<file path="config.mk">
export PLATFORM = sky130hd
export DESIGN_NAME = motoro3_step_sequencer
export DESIGN_NICKNAME = d
export VERILOG_FILES = /design/src/rtl/motoro3_pkg.sv /design/src/rtl/motoro3_step_sine_rom.sv /design/src/rtl/motoro3_step_sequencer.sv
export SDC_FILE = /design/constraint.sdc
export NUM_CORES = 1
export LEC_CHECK = 0
export CORE_ASPECT_RATIO = 0.6
export CORE_MARGIN = 2
export CORE_UTILIZATION = 35
export DETAILED_ROUTE_END_ITERATION = 10
export GPL_TIMING_DRIVEN = 0
export PLACE_DENSITY = 0.66
export SYNTH_ARGS = -nofsm -noshare
export SYNTH_HDL_FRONTEND = slang
export SYNTH_HIERARCHICAL = 1
export SYNTH_SLANG_ARGS = --single-unit
</file>
<file path="constraint.sdc">
create_clock -name clk -period 4.75 [get_ports clk]
set_input_delay 0.95 -clock clk [delete_from_list [all_inputs] [get_ports clk]]
set_output_delay 0.95 -clock clk [all_outputs]
set_load 0.005 [all_outputs]
</file>
<file path="src/rtl/motoro3_pkg.sv">
// Shared constants, FSM state type and the |sin| step table for the 3-phase step sequencer.
package motoro3_pkg;

  localparam logic [3:0]  SG_STEP_IDLE   = 4'd15;
  localparam logic [3:0]  SG_STEP_LAST   = 4'd11;
  localparam int unsigned PERIOD_MIN_DEF = 4;
  localparam int unsigned NUM_STEPS      = 12;

  typedef enum logic [1:0] {
    StIdle  = 2'd0,
    StRun   = 2'd1,
    StDrain = 2'd2
  } m3_state_e;

  // 8-bit |sin| sampled at 15 deg + 30 deg * k, one entry per commutation step
  localparam logic [7:0] SINE_TABLE [NUM_STEPS] = '{
    8'd66, 8'd180, 8'd246, 8'd246, 8'd180, 8'd66,
    8'd66, 8'd180, 8'd246, 8'd246, 8'd180, 8'd66
  };

endpackage

</file>
<file path="src/rtl/motoro3_step_sine_rom.sv">
// Combinational step-index to |sin| lookup; out-of-range steps read as zero.
module motoro3_step_sine_rom
  import motoro3_pkg::*;
(
  input  logic [3:0] step,
  output logic [7:0] sine
);

  // Table lookup by step index
  always_comb begin
    sine = '0;
    for (int i = 0; i < int'(NUM_STEPS); i++) begin
      if (step == 4'(i)) sine = SINE_TABLE[i];
    end
  end

endmodule

</file>
<file path="src/rtl/motoro3_step_sequencer.sv">
// 12-step commutation timebase feeding the PWM generator.
// Build option M3_STEP_SINE_EN: when defined, the per-step pulse budget is the amplitude
// scaled by the |sin| table; otherwise the amplitude is passed through (block commutation).
module motoro3_step_sequencer
  import motoro3_pkg::*;
#(
  parameter int unsigned PERIOD_MIN = PERIOD_MIN_DEF
) (
  input  logic        clk,
  input  logic        rst,
  input  logic        m3r_runEn,
  input  logic [24:0] m3r_stepPeriod,
  input  logic [15:0] m3r_pwmAmp,
  output logic [3:0]  sgStep,
  output logic [24:0] m3cnt,
  output logic        m3cntFirst1,
  output logic        m3cntFirst2,
  output logic        m3cntLast2,
  output logic        m3cntLast1,
  output logic        pwmActive1,
  output logic [15:0] pwmLENpos,
  output logic [15:0] m3revCnt
);

  localparam logic [24:0] PeriodMinW = 25'(PERIOD_MIN);

  m3_state_e   state_q, state_d;
  logic [24:0] cnt_q;
  logic [24:0] period_q;
  logic [3:0]  step_q;
  logic [15:0] len_q;
  logic [15:0] rev_q;

  logic        at_last;
  logic        start;
  logic        boundary;
  logic        stop;
  logic [3:0]  next_step;
  logic [24:0] period_clamped;
  logic [15:0] len_next;

  assign at_last        = (cnt_q == period_q - 25'd1);
  assign period_clamped = (m3r_stepPeriod < PeriodMinW) ? PeriodMinW : m3r_stepPeriod;

  // State register
  always_ff @(posedge clk) begin
    if (rst) state_q <= StIdle;
    else     state_q <= state_d;
  end

  // Next-state: DRAIN only leaves to IDLE on the final cycle of the step in progress
  always_comb begin
    state_d = state_q;
    unique case (state_q)
      StIdle:  if (m3r_runEn) state_d = StRun;
      StRun:   if (!m3r_runEn) state_d = StDrain;
      StDrain: begin
        if (m3r_runEn)    state_d = StRun;
        else if (at_last) state_d = StIdle;
      end
      default: state_d = StIdle;
    endcase
  end

  // Outputs decoded from registered state; strobes gated so IDLE shows none
  always_comb begin
    pwmActive1  = (state_q != StIdle);
    m3cntFirst1 = pwmActive1 && (cnt_q == 25'd0);
    m3cntFirst2 = pwmActive1 && (cnt_q == 25'd1);
    m3cntLast2  = pwmActive1 && at_last;
    m3cntLast1  = pwmActive1 && (cnt_q == period_q - 25'd2);
  end

  // Step-boundary decode shared by the datapath
  always_comb begin
    start     = (state_q == StIdle) && m3r_runEn;
    boundary  = (state_q != StIdle) && at_last && (state_d != StIdle);
    stop      = (state_q == StDrain) && at_last && (state_d == StIdle);
    next_step = '0;
    if (!start && (step_q != SG_STEP_LAST)) next_step = step_q + 4'd1;
  end

`ifdef M3_STEP_SINE_EN
  logic [7:0]  sine_val;
  logic [23:0] prod;

  motoro3_step_sine_rom u_rom (
    .step (next_step),
    .sine (sine_val)
  );

  // 16x8 product; budget is the top 16 bits
  always_comb begin
    prod     = {8'd0, m3r_pwmAmp} * {16'd0, sine_val};
    len_next = 16'(prod >> 8);
  end
`else
  // Block commutation: full amplitude on every active step
  always_comb begin
    len_next = m3r_pwmAmp;
  end
`endif

  // Counter, step, latched period/budget and revolution count
  always_ff @(posedge clk) begin
    if (rst) begin
      cnt_q    <= '0;
      period_q <= PeriodMinW;
      step_q   <= SG_STEP_IDLE;
      len_q    <= '0;
      rev_q    <= '0;
    end else if (start || boundary) begin
      cnt_q    <= '0;
      period_q <= period_clamped;
      step_q   <= next_step;
      len_q    <= len_next;
      if (boundary && (step_q == SG_STEP_LAST)) rev_q <= rev_q + 16'd1;
    end else if (stop) begin
      cnt_q  <= '0;
      step_q <= SG_STEP_IDLE;
      len_q  <= '0;
    end else if (state_q != StIdle) begin
      cnt_q <= cnt_q + 25'd1;
    end
  end

  assign sgStep    = step_q;
  assign m3cnt     = cnt_q;
  assign pwmLENpos = len_q;
  assign m3revCnt  = rev_q;

endmodule

</file>
# --- Yosys cells after proc, flatten, opt, wreduce, memory -nomap -nowiden ---
# Cells that the tools add are included.
# W data, S select, Z words.
totals:
  register_bits: 88
  input_bits: 44
  output_inout_bits: 66
  wordCells: 50
op_classes:
  addsub: 5
  magnitude_cmp: 1
  eq_ne: 7
  mux: 11
  n_reduce_logical: 20
ops:
  columns: ["op", "n"]
  rows:
  - ["$eq A25 B25 Y1", 2]
  - ["$mux W16", 2]
  - ["$add A25 B1 Y25 const B", 1]
  - ["$eq A25 B1 Y1 const B", 1]
  - ["$logic_not A25 Y1", 1]
  - ["$lt A25 B3 Y1 const B", 1]
  - ["$mux W25", 1]
  - ["$sub A25 B1 Y25 const B", 1]
  - ["$sub A25 B2 Y25 const B", 1]
  - ["$add A16 B1 Y16 const B", 1]
  - ["$mux W4", 3]
  - ["$logic_and A1 B1 Y1", 10]
  - ["$mux W2", 4]
  - ["$pmux W2 S3", 1]
  - ["$reduce_bool A2 Y1", 3]
  - ["$add A4 B1 Y4 const B", 1]
  - ["$eq A4 B4 Y1 const B", 1]
  - ["$logic_not A2 Y1", 2]
  - ["$ne A4 B4 Y1 const B", 1]
  - ["$reduce_or A3 Y1", 1]
  - ["$eq A2 B1 Y1 const B", 1]
  - ["$eq A2 B2 Y1 const B", 1]
  - ["$reduce_and A2 Y1", 1]
  - ["$logic_not A1 Y1", 1]
  - ["$logic_or A1 B1 Y1", 1]

# --- Depth between registers and ports, before layout ---
# Gate-level depths: netlist of the first run.
logic_depth:
  depth_word: 9
  depth_mapped: 14
  mapped_depth_nobuf: 10

# --- Worst setup path before layout of the first run ---
# OpenSTA, ideal clock, no wires.
synth_path:
  kind: "reg2out"
  startpoint: "register period_q[3]"
  endpoint: "output port m3cntLast1"
  arrival_ns: 2.670
  required_ns: 3.800
  path_slack_ns: 1.130
  path_stages_with_launch: 10
  path_buffers: 1
  path_cell_list: "dfxtp_1 > buf_6 > or3_4 > nor3_1 > nand3_1 > or4_1 > mux2i_1 > o22ai_1 > nand4_1 > a2111oi_0"
synth_between:
  elab_chain_len: 3
synth_rtl:
  columns: ["element", "line", "text"]
  rows:
  - ["from (decl)", "motoro3_step_sequencer.sv:29", "logic [24:0] period_q;"]
  - ["from (signal assigned)", "motoro3_step_sequencer.sv:108", "period_q <= PeriodMinW;"]
  - ["from (signal assigned)", "motoro3_step_sequencer.sv:114", "period_q <= period_clamped;"]
  - ["$sub A25 B2 Y25", "motoro3_step_sequencer.sv:71", "m3cntLast1 = pwmActive1 && (cnt_q == period_q - 25'd2);"]
  - ["$eq A25 B25 Y1", "motoro3_step_sequencer.sv:71", null]
  - ["$logic_and A1 B1 Y1", "motoro3_step_sequencer.sv:71", null]
  - ["to (decl)", "motoro3_step_sequencer.sv:19", "output logic m3cntLast1,"]
# Every way passes these cells.

# --- Worst setup path in the final report of the first run ---
layout_path:
  startpoint: "register period_q[4]"
  endpoint: "output port m3cntLast1"
# Same word-level chain as after synthesis.

==> impl_metrics.py, run 1 <==
metrics = {
    "clock_network": {
        "cts_buffer_depth": 2,
        "clk_latency_ns": 0.35,
        "postCtsHoldBufs": 0,
        "cts_root_buffer": "clkbuf_16",
        "cts_tree": "built",
        "cts.sinks": 88,
        "path_clk_slew_ns": 0.07,
        "cts-htree-levels": 3,
        "cts_made_buffers": 9,
    },
    "global_route": {
        "grt_start_max_net_pins": 16,
        "antenna_found_initial": 0,
        "grt_usage_pct": 19.7,
        "grt_pass1_wl_um": 26400,
        "grt_pass1_vias": 4981,
        "grt-ovfl-total": 0,
    },
    "placed_design": {
        "port_buffers": 108,
        "place_ws_ns": 0.0819,
        "globalplace.congestion": 0.889,
        "hpwl_um": 12800,
        "dp.cells": 1013,
    },
    "pwr": {
        "vdd_ir_drop_max_mv": 0.195,
        "cellLeakagePower_uw": 0.00262,
        "fin_total_pwr_uw": 2070,
        "power_density_nw_per_um2": 285,
    },
    "sta": {
        "worst_slew_margin_rel_pct": 57.6,
        "rsz0062_at_grt": "yes",
        "tightest_slew_ns": 0.630,
        "fin_ws_ns": 0.0962,
        "hold_viol": 0,
        "slew_viol_final": 0,
        "finalCritPeriodShare_pct": 98.0,
        "timing.final.crit_period_ns": 4.65,
        "setup_viol": 0,
        "skew_ns": 0.00677,
        "clock.fmax_mhz": 215,
    },
    "yosys": {
        "ys_top_cells_by_count": "88 x dfxtp_1, 82 x nand2_1, 67 x nor2_1",
        "synth_top_area_share_pct": 32.0,
        "yosysUniqueCellTypes": 62,
        "synth_nets": 753,
        "synth-seq-area-share_pct": 32.0,
        "synth_top_area_cell": "dfxtp_1",
        "ys_async_sr_fraction_pct": 0,
        "synth_edf_count": 0,
        "syn_avg_cell_area_um2": 7.84,
        "synth-seq-cells": 88,
        "ys_warn_count": 6,
        "synth_area_leaders": "dfxtp_1 32%, xnor2_1 6.4%, nand2_1 5.6%, mux2i_1 5.3%, nor2_1 4.6%",
        "ys.flop_type": "dfxtp_1",
        "synth_area_um2": 5500,
        "syn_inst": 702,
        "synth_most_common_cell": "dfxtp_1",
    },
    "critical_path": {
        "r2r_slack_ns": 0.87,
        "start_kind": "flip-flop",
        "cp.arrival_ns": 3.70,
        "reg2reg_to": "pwmLENpos[12]",
        "crit_path_end_kind": "output pin",
        "required_ns": 3.80,
        "startpoint": "period_q[4]",
        "critPathKind": "flip-flop to output pin",
        "worstReg2RegStart": "period_q[1]",
        "reg2regPathDepth": 13,
        "endpoint": "m3cntLast1",
        "critPathMaxFanout": 8,
    },
    "layout": {
        "fin_cells": 1032,
        "drive_above_1_share_pct": 6.51,
        "diodes": 0,
        "syn_to_final_growth_pct": 32.1,
        "fin_nets": 875,
        "utilization_pct": 47.3,
    },
    "run": {
        "cap_violations": 0,
    },
    "floorplanning": {
        "row_count": 35,
        "die_area_um2": 16800,
        "core_area_um2": 15400,
        "io_pins": 110,
        "initial_core_util_pct": 35.8,
        "fp.dieH_um": 101,
        "die_w_um": 166,
    },
    "drt": {
        "drtIter0Drc": 467,
        "ant_nets": 0,
        "drc": 0,
        "via_per_inst": 5.25,
        "num_vias": 5420,
        "wl_per_cell_um": 15.9,
        "routed_wl_um": 16400,
        "drtPass1Iterations": 5,
    },
    "hold_path": {
        "min_from": "pwmLENpos[11]",
        "hold_path.class": "flip-flop to flip-flop",
    },
    "outcome": {
        "status": "finished, final reports clean",
    },
}
-- state kept, by name, summed over array words and instances (netlist names) --
signal     count
m3cnt         25
period_q      25
m3revCnt      16
pwmLENpos     16
sgStep         4
state_q        2
-- cells by family after synthesis --
family	share of synthesized area, %
AND/OR/NAND/NOR	28.3
AO/OA/AOI/OAI	14.1
buffers and inverters	7.57
flip-flops	32.0
XOR/XNOR	10.7
multiplexers	5.69
adder cells (fa/ha/maj)	1.59
-- cells in the final DEF, fill, tap and decap left out, types with 3 or more instances in the layout --
master / count
or3_1: 10
nand4_1: 15
o21ai_0: 24
clkbuf_1: 33
clkbuf_16: 9
nor3_1: 15
nor4_1: 20
a21oi_1: 23
o31ai_1: 7
clkdlybuf4s50_1: 108
inv_1: 52
a41oi_1: 3
mux2i_1: 29
a31oi_1: 5
and3_1: 12
nand2_1: 82
dfxtp_1: 87
bufinv_16: 4
xnor2_1: 40
ha_1: 6
a211oi_1: 3
buf_2: 9
buf_6: 4
nand3_1: 25
xor2_1: 27
nand2b_1: 5
or4_1: 9
o22ai_1: 3
buf_4: 4
o211ai_1: 4
and2_1: 6
nor3b_1: 4
o32ai_1: 17
nor2b_1: 4
nor2_1: 67
-- worst min-delay path by stage --
stage                    endpoint  depth (start not counted)
floorplan            pwmLENpos[0]                          2
global placement     pwmLENpos[1]                          2
detailed placement   pwmLENpos[1]                          2
CTS                 pwmLENpos[11]                          2
global route         pwmLENpos[1]                          2
finish              pwmLENpos[11]                          2
-- cell type report --
cell class	instances	area (um2)
clock inverters	7	143
inverters	52	195
flip-flops and latches	88	1760
fillers	1504	8110
multi-input cells	514	3350
plain buffers	47	218
well taps	203	254
clock buffers	9	225
repair buffers	112	1110
-- critical path: stages (launching register included) --
cell and delay (ns):
dfxtp_1 0.29, buf_2 0.18, or3_4 0.42, nor3_4 0.28, nand3_1 0.21, or4_1 0.49
mux2i_1 0.14, o22ai_1 0.22, nand4_1 0.15, a2111oi_1 0.36, clkdlybuf4s50_1 0.58
-- metrics by stage --
step / hold WS, ns / setup TNS, ns / instance area, um2
global placement: 0.442 / 0 / 6840
finish: 0.455 / 0 / 7260
floorplan: 0.448 / 0 / 5500
detailed placement: 0.444 / 0 / 6840
global route: 0.476 / -0.108 / 7260
CTS: 0.457 / -0.0334 / 7220
-- power breakdown --
part | internal, uW | switching [uW] | total (uW)
registers | 766 | 30.4 | 797
logic | 178 | 210 | 388
clock network | 569 | 316 | 885
-- timing repair --
item	in CTS	in global routing
pin swaps	0	2
buffers inserted	1	3
resized for setup	3	7
setup endpoints to repair	2	2
-- metal layers --
metal  part of all wire [%]  global-route usage, %
met1                     53                   30.4
met2                     35                   25.2
met3                     11                   7.38
met4                   0.75                   4.01
met5                      0                      0
Power figures use the tool's default switching activity.
==> inputs of run 2 (changes only) <==
Settings changed: ABC_CLOCK_PERIOD_IN_PS from default to 4750, DONT_BUFFER_PORTS from default to 1, GPL_ROUTABILITY_DRIVEN from default to 0, PLACE_DENSITY 0.66 to 0.57.
==> impl_metrics.py, run 2 (synthesized netlist as in run 1, its figures left out) <==
metrics = {
    "outcome": {
        "status": "finished, final reports clean",
    },
    "pwr": {
        "p_switching_uw": 567,
        "p_sw_share_pct": 31.1,
        "vdd_ir_drop_max_mv": 0.156,
        "fin_total_pwr_uw": 1820,
        "p_comb_share_pct": 17.2,
        "seqPwrFrac_pct": 43.9,
        "pwr-share-clk_pct": 38.8,
        "cellLeakagePower_uw": 0.00217,
        "intPower_uw": 1250,
        "power_density_nw_per_um2": 301,
    },
    "sta": {
        "worst_slew_margin_rel_pct": 48.6,
        "holdWs_ns": 0.480,
        "timing.final.crit_period_ns": 4.59,
        "setup_viol": 0,
        "fin_setup_tns_ns": 0,
        "slew_viol_final": 0,
        "tightest_slew_ns": 0.752,
        "hold_viol": 0,
        "fin_ws_ns": 0.157,
        "clock.fmax_mhz": 218,
        "skew_ns": 0.0135,
        "finalCritPeriodShare_pct": 96.7,
        "rsz0062_at_grt": "no",
    },
    "critical_path": {
        "crit_path_end_kind": "output pin",
        "cp_common_cell": "a2111oi_0",
        "critPathKind": "flip-flop to output pin",
        "start_kind": "flip-flop",
        "reg2regPathDepth": 13,
        "slowest_stage": "a2111oi_0",
        "cp.arrival_ns": 3.64,
        "cp_cell_sequence": "buf_2 > or3_4 > nor3_2 > nand3_1 > nor3_1 > o2111ai_1 > a2111oi_0 > nand4_1 > a2111oi_0",
        "required_ns": 3.80,
        "reg2reg_to": "pwmLENpos[13]",
        "r2r_slack_ns": 0.39,
        "crit_family": "simple AND/OR/NAND/NOR gates",
        "worst_path_largest_cell_delay_ns": 0.63,
        "path_buf_inv": 1,
        "critPathMaxFanout": 8,
        "worstReg2RegStart": "period_q[2]",
    },
    "floorplanning": {
        "die_area_um2": 16800,
        "core_area_um2": 15400,
        "io_pins": 110,
        "fp.dieH_um": 101,
        "row_count": 35,
        "initial_core_util_pct": 35.8,
        "die_w_um": 166,
    },
    "layout": {
        "diodes": 0,
        "fin_cells": 921,
        "layout_commonest_cell": "dfxtp_1",
        "syn_to_final_growth_pct": 9.87,
        "fillers": 1601,
        "mostFrequentLayoutCells": "88 x dfxtp_1, 82 x nand2_1, 67 x nor2_1",
        "fin_nets": 764,
        "drive_above_1_share_pct": 6.27,
    },
    "clock_network": {
        "cts_setup_buffers": 0,
        "cts_root_buffer": "clkbuf_16",
        "cts.sinks": 88,
        "cts_made_buffers": 9,
        "path_clk_slew_ns": 0.07,
        "cts-htree-levels": 3,
        "cts_tree": "built",
        "postCtsHoldBufs": 0,
        "clk_latency_ns": 0.36,
        "post_cts_resized": 1,
        "cts_buffer_depth": 2,
    },
    "drt": {
        "via_per_inst": 5.63,
        "wl_per_cell_um": 18.2,
        "drtPass1Iterations": 5,
        "ant_nets": 0,
        "routed_wl_um": 16800,
        "num_vias": 5189,
        "drtIter0Drc": 479,
        "drc": 0,
    },
    "global_route": {
        "grt_usage_pct": 20.2,
        "grt_pass1_wl_um": 26600,
        "grt-ovfl-total": 0,
        "grt_start_max_net_pins": 18,
        "grt_pass1_vias": 4820,
        "antenna_found_initial": 0,
    },
    "run": {
        "cap_violations": 0,
    },
    "hold_path": {
        "hold_path.class": "flip-flop to flip-flop",
        "min_to": "pwmLENpos[13]",
        "min_from": "pwmLENpos[13]",
        "holdPathStages": 2,
    },
    "placed_design": {
        "port_buffers": 0,
        "dp.cells": 905,
        "hpwl_um": 13300,
        "place_ws_ns": 0.401,
    },
}
run 2: cell type report:
class / instances / area, um2 / share of cell area [%]
Buffer: 48 / 221 / 3.66
Clock buffer: 10 / 229 / 3.79
Clock inverter: 6 / 55.1 / 0.911
Inverter: 52 / 195 / 3.23
Multi-Input combinational cell: 514 / 3330 / 55.1
Sequential cell: 88 / 1760 / 29.2
Tap cell: 203 / 254 / 4.20
run 2: worst reg2reg max path, delay by kind of cell (launching register included):
family	cells	cell delay, ns
flops	1	0.30
compound gates	6	1.89
buf+inv	4	0.96
simple gates	2	0.71
fa+ha+maj	1	0.37
run 2: through the flow:
| stage | area (um2) | util [%] |
|---|---|---|
| after floorplan | 5500 | - |
| after global placement | 5750 | 37.4 |
| after detailed placement | 5750 | 37.4 |
| after CTS | 6040 | 39.3 |
| after global routing | 6040 | 39.3 |
| final | 6040 | 39.3 |
run 2: how the worst max path moves through the flow:
stage               slack, ns  cells after the start    endpoint   startpoint
floorplan                1.13                      9  m3cntLast1  period_q[3]
global placement         0.43                      9  m3cntLast1  period_q[4]
detailed placement       0.40                      9  m3cntLast1  period_q[4]
CTS                      0.21                     11  m3cntLast2  period_q[2]
global route            0.007                      9  m3cntLast1  period_q[4]
finish                   0.16                      9  m3cntLast1  period_q[4]
run 2: per-layer routing:
layer / vias up / global-route usage, % / share of wire (%)
met5: - / 0 / 0
met4: 0 / 4.28 / 0.97
met3: 15 / 6.48 / 9.8
met2: 234 / 27.0 / 37
met1: 2438 / 30.8 / 52
li1: 2502 / - / -
run 2: power by group through the flow:
stage          Combinational (uW)  Sequential, uW  Clock, uW
3_3_place_gp                  298             815          0
2_1_floorplan                 241             804          0
4_1_cts                       308             799        726
3_5_place_dp                  306             816          0
6_report                      314             800        707
5_1_grt                       345             804        762
==> inputs of run 3 (changes only) <==
Settings changed: PLACE_DENSITY 0.57 to default, SKIP_CTS_REPAIR_TIMING from default to 1.
==> impl_metrics.py, run 3 (synthesized netlist as in run 1, its figures left out) <==
metrics = {
    "drt": {
        "ant_nets": 0,
        "drc": 0,
        "routed_wl_um": 16300,
        "wl_per_cell_um": 17.7,
        "drtIter0Drc": 468,
        "num_vias": 5019,
        "drtPass1Iterations": 5,
        "via_per_inst": 5.45,
    },
    "floorplanning": {
        "row_count": 35,
        "die_w_um": 166,
        "die_area_um2": 16800,
        "initial_core_util_pct": 35.8,
        "fp.dieH_um": 101,
        "io_pins": 110,
        "core_area_um2": 15400,
    },
    "layout": {
        "mostFrequentLayoutCells": "88 x dfxtp_1, 82 x nand2_1, 67 x nor2_1",
        "syn_to_final_growth_pct": 10.1,
        "fin_nets": 764,
        "utilization_pct": 39.4,
        "diodes": 0,
        "layout_commonest_cell": "dfxtp_1",
        "drive_above_1_share_pct": 6.41,
    },
    "pwr": {
        "vdd_ir_drop_max_mv": 0.159,
        "power_density_nw_per_um2": 302,
        "cellLeakagePower_uw": 0.00217,
    },
    "placed_design": {
        "hpwl_um": 12800,
        "port_buffers": 0,
    },
    "sta": {
        "fin_setup_tns_ns": 0,
        "slew_viol_final": 0,
        "timing.final.crit_period_ns": 4.51,
        "worst_slew_margin_rel_pct": 53.3,
        "clock.fmax_mhz": 222,
        "rsz0062_at_grt": "no",
        "tightest_slew_ns": 0.699,
        "skew_ns": 0.0127,
        "hold_viol": 0,
        "setup_viol": 0,
        "finalCritPeriodShare_pct": 94.9,
    },
    "global_route": {
        "grt_usage_pct": 19.5,
        "grt_pass1_wl_um": 25900,
        "grt-ovfl-total": 0,
        "antenna_found_initial": 0,
        "grt_start_max_net_pins": 18,
        "grt_pass1_vias": 4493,
    },
    "outcome": {
        "status": "finished, final reports clean",
    },
    "critical_path": {
        "cp.arrival_ns": 3.56,
        "critPathKind": "flip-flop to output pin",
        "start_kind": "flip-flop",
        "critPathMaxFanout": 9,
        "required_ns": 3.80,
        "crit_path_end_kind": "output pin",
    },
    "run": {
        "cap_violations": 0,
    },
    "clock_network": {
        "cts.sinks": 88,
        "cts-htree-levels": 3,
        "clk_latency_ns": 0.35,
        "cts_root_buffer": "clkbuf_16",
        "path_clk_slew_ns": 0.07,
        "cts_made_buffers": 9,
        "cts_buffer_depth": 2,
        "cts_tree": "built",
    },
    "hold_path": {
        "hold_path.class": "flip-flop to flip-flop",
    },
}
## run 3: where the power goes
| part | total [uW] | internal (uW) | switching [uW] | leakage [uW] |
|---|---|---|---|---|
| Combinational | 315 | 120 | 195 | 0.00131 |
| Clock | 716 | 383 | 334 | 0.000144 |
| Sequential | 799 | 766 | 32.8 | 0.000717 |
## run 3: critical path, cell delays in order (launching register included)
cell	delay [ns]
dfxtp_1	0.30
clkbuf_1	0.21
inv_1	0.10
ha_1	0.34
or4b_1	0.45
buf_2	0.19
o31a_1	0.32
o21a_1	0.18
o32ai_1	0.25
o21a_1	0.36
nand3_2	0.25
nor2_1	0.26
## run 3: final timing paths
path | end | startpoint | slack [ns] | cells after the start
hold reg to reg | pwmLENpos[4] | pwmLENpos[4] | 0.48 | 2
hold / removal | pwmLENpos[4] | pwmLENpos[4] | 0.48 | 2
setup / recovery | m3cntLast2 | period_q[2] | 0.24 | 11
setup reg to reg | pwmLENpos[14] | period_q[2] | 0.49 | 13
## run 3: stage by stage
stage                     cells  area [um2]  setup slack (ns)  total power [uW]  hold slack (ns)
final                       921        6050             0.241              1830            0.483
after global routing        921        6050            0.0473              1920            0.497
after CTS                   921        6050            0.0151              1840            0.484
after detailed placement    905        5750             0.418              1120            0.472
after floorplan             702        5500              1.13              1040            0.448
after global placement      905        5750             0.397              1120            0.461
## run 3: cell type report
| cell class | count | area (um2) |
|---|---|---|
| fill | 1587 | 9320 |
| multi-input combinational | 514 | 3330 |
| sequential | 88 | 1760 |
| tap | 203 | 254 |
| clock buffer | 10 | 239 |
| buffer | 48 | 221 |
| inverter | 52 | 195 |
| clock inverter | 6 | 56.3 |
## run 3: routing by layer
layer | share of wire [%] | GRT usage [%] | vias up
met5 | 0 | 0 | -
met4 | 0.86 | 4.82 | 0
met2 | 34 | 22.8 | 230
met1 | 55 | 32.3 | 2272
li1 | - | - | 2507
met3 | 9.9 | 5.69 | 10
==> edit: new RTL, config.mk and constraints of run 3 <==
Make the reset (`rst`) asynchronous in 2 clocked blocks.
--- a/src/rtl/motoro3_step_sequencer.sv
+++ b/src/rtl/motoro3_step_sequencer.sv
@@ -44,5 +44,5 @@
 
   // State register
-  always_ff @(posedge clk) begin
+  always_ff @(posedge clk or posedge rst) begin
     if (rst) state_q <= StIdle;
     else     state_q <= state_d;
@@ -103,5 +103,5 @@
 
   // Counter, step, latched period/budget and revolution count
-  always_ff @(posedge clk) begin
+  always_ff @(posedge clk or posedge rst) begin
     if (rst) begin
       cnt_q    <= '0;
Function: differs if rst is asserted again (counterexample within 4 cycles, from zero or initial values and one cycle with rst high); with rst held inactive, the same outputs for 10 cycles.
==> edit against run 3 <==
  * Synthesized area is 8.6% higher
  * Worst setup slack got worse by 0.12 ns
  * Routed wire length up 11%
  * Clock skew shrank 0.0012 ns
  * Die area grew 8.3%
  * Utilization rose by 0.95 points
  * Hold slack worse by 0.0046 ns
  * Final area increased by 9.8%
  * Fmax decreased by 2.7%
  * Sequential cell count did not move
  * Highest routed layer unchanged
Power is not compared: it rests on default switching activity, and its combinational part moved more than twofold at a synthesized area within 25%.
==> edit: results (changes against run 3) <==
Run status
Outcome: finished clean (unchanged).

Routing
The initial detailed-routing violation count is 406 (was 468).

GRT
The met3 track utilization from global routing is 0.0731 (was 0.0569). The maximum number of pins on one net before global-route repair is 61 (was 18). The via count of the first global-routing pass is 4892 (was 4493). The global-route wire length before repair came to 28100 um (was 25900 um).

Placed design
The HPWL after detailed placement is 13800 um (was 12800 um). The worst setup slack after placement is 0.152 ns (was 0.418 ns). The cell count after placement is 877 (was 905).

Finish
The data-path buffer share of cell area in the final layout was 0.0452 (was 0.0366). The final cell count without fillers came to 896 (was 921). The number of multi-input combinational cells in the layout is 498 (was 514).

The inverter count is 13 (was 52). The clock buffer count was 11 (was 10). The synthesis-to-finish area growth came to 11.3% (was 10.1%). The number of signal-net buffers in the layout was 53 (was 48). The multi-input gate share of the layout cell area was 0.528 (was 0.549). The number of filler cells placed in the layout came to 1662 (was 1587). The clock tree cell share of total cell area is 0.0438 (was 0.0488). The post-route cell area is 0.00665 mm2 (was 0.00605 mm2).

Synth
The total nets after synthesis is 699 (was 753). The number of instances in the synthesized netlist came to 648 (was 702). The share of async-settable or async-resettable flops after synthesis came to 1.00 (was 0). The share of cell area taken by muxes after synthesis came to 0.0624 (was 0.0569).

The xor/xnor cell area share of the yosys netlist is 0.122 (was 0.107).

STA
The maximum clock rate is 0.216 GHz (was 0.222 GHz). The post-route clock skew is 0.0115 ns (was 0.0127 ns). The worst hold slack after final layout is 0.478 ns (was 0.483 ns).

Critical path
The worst stage delay on the critical path was 0.64 ns (was 0.45 ns). The largest driver fanout on the critical path was 10 (was 9). The arrival time of the worst setup path is 3.68 ns (was 3.56 ns). The cell family contributing the most delay on the critical path is simple AND/OR/NAND/NOR gates (was compound AO/OA/AOI/OAI gates).

The standard cell with the maximum stage delay on the critical path is sky130_fd_sc_hd__nor3_1 (was sky130_fd_sc_hd__or4b_1). The worst setup path startpoint is period_q[6] (was period_q[2]).
==> edit: changes by cell type after synthesis, moves of 10 or more <==
cell,before,now
sky130_fd_sc_hd__dfrtp_1,0,83
sky130_fd_sc_hd__nand2_1,82,32
sky130_fd_sc_hd__o32ai_1,17,2
sky130_fd_sc_hd__a22oi_1,0,10
sky130_fd_sc_hd__mux2i_1,29,8
sky130_fd_sc_hd__nor3b_1,4,21
sky130_fd_sc_hd__a31oi_1,5,24
sky130_fd_sc_hd__mux2_1,0,17
sky130_fd_sc_hd__xnor2_1,40,50
sky130_fd_sc_hd__inv_1,52,13
sky130_fd_sc_hd__dfxtp_1,88,0
==> edit: power by group through the flow <==
stage	combinational, mW	sequential (mW)	clock (mW)
after CTS	0.657	0.957	0.719
final	0.679	0.961	0.700
after global placement	0.626	0.965	0
after detailed placement	0.654	0.971	0
after global routing	0.750	0.973	0.752
after floorplan	0.519	0.923	0
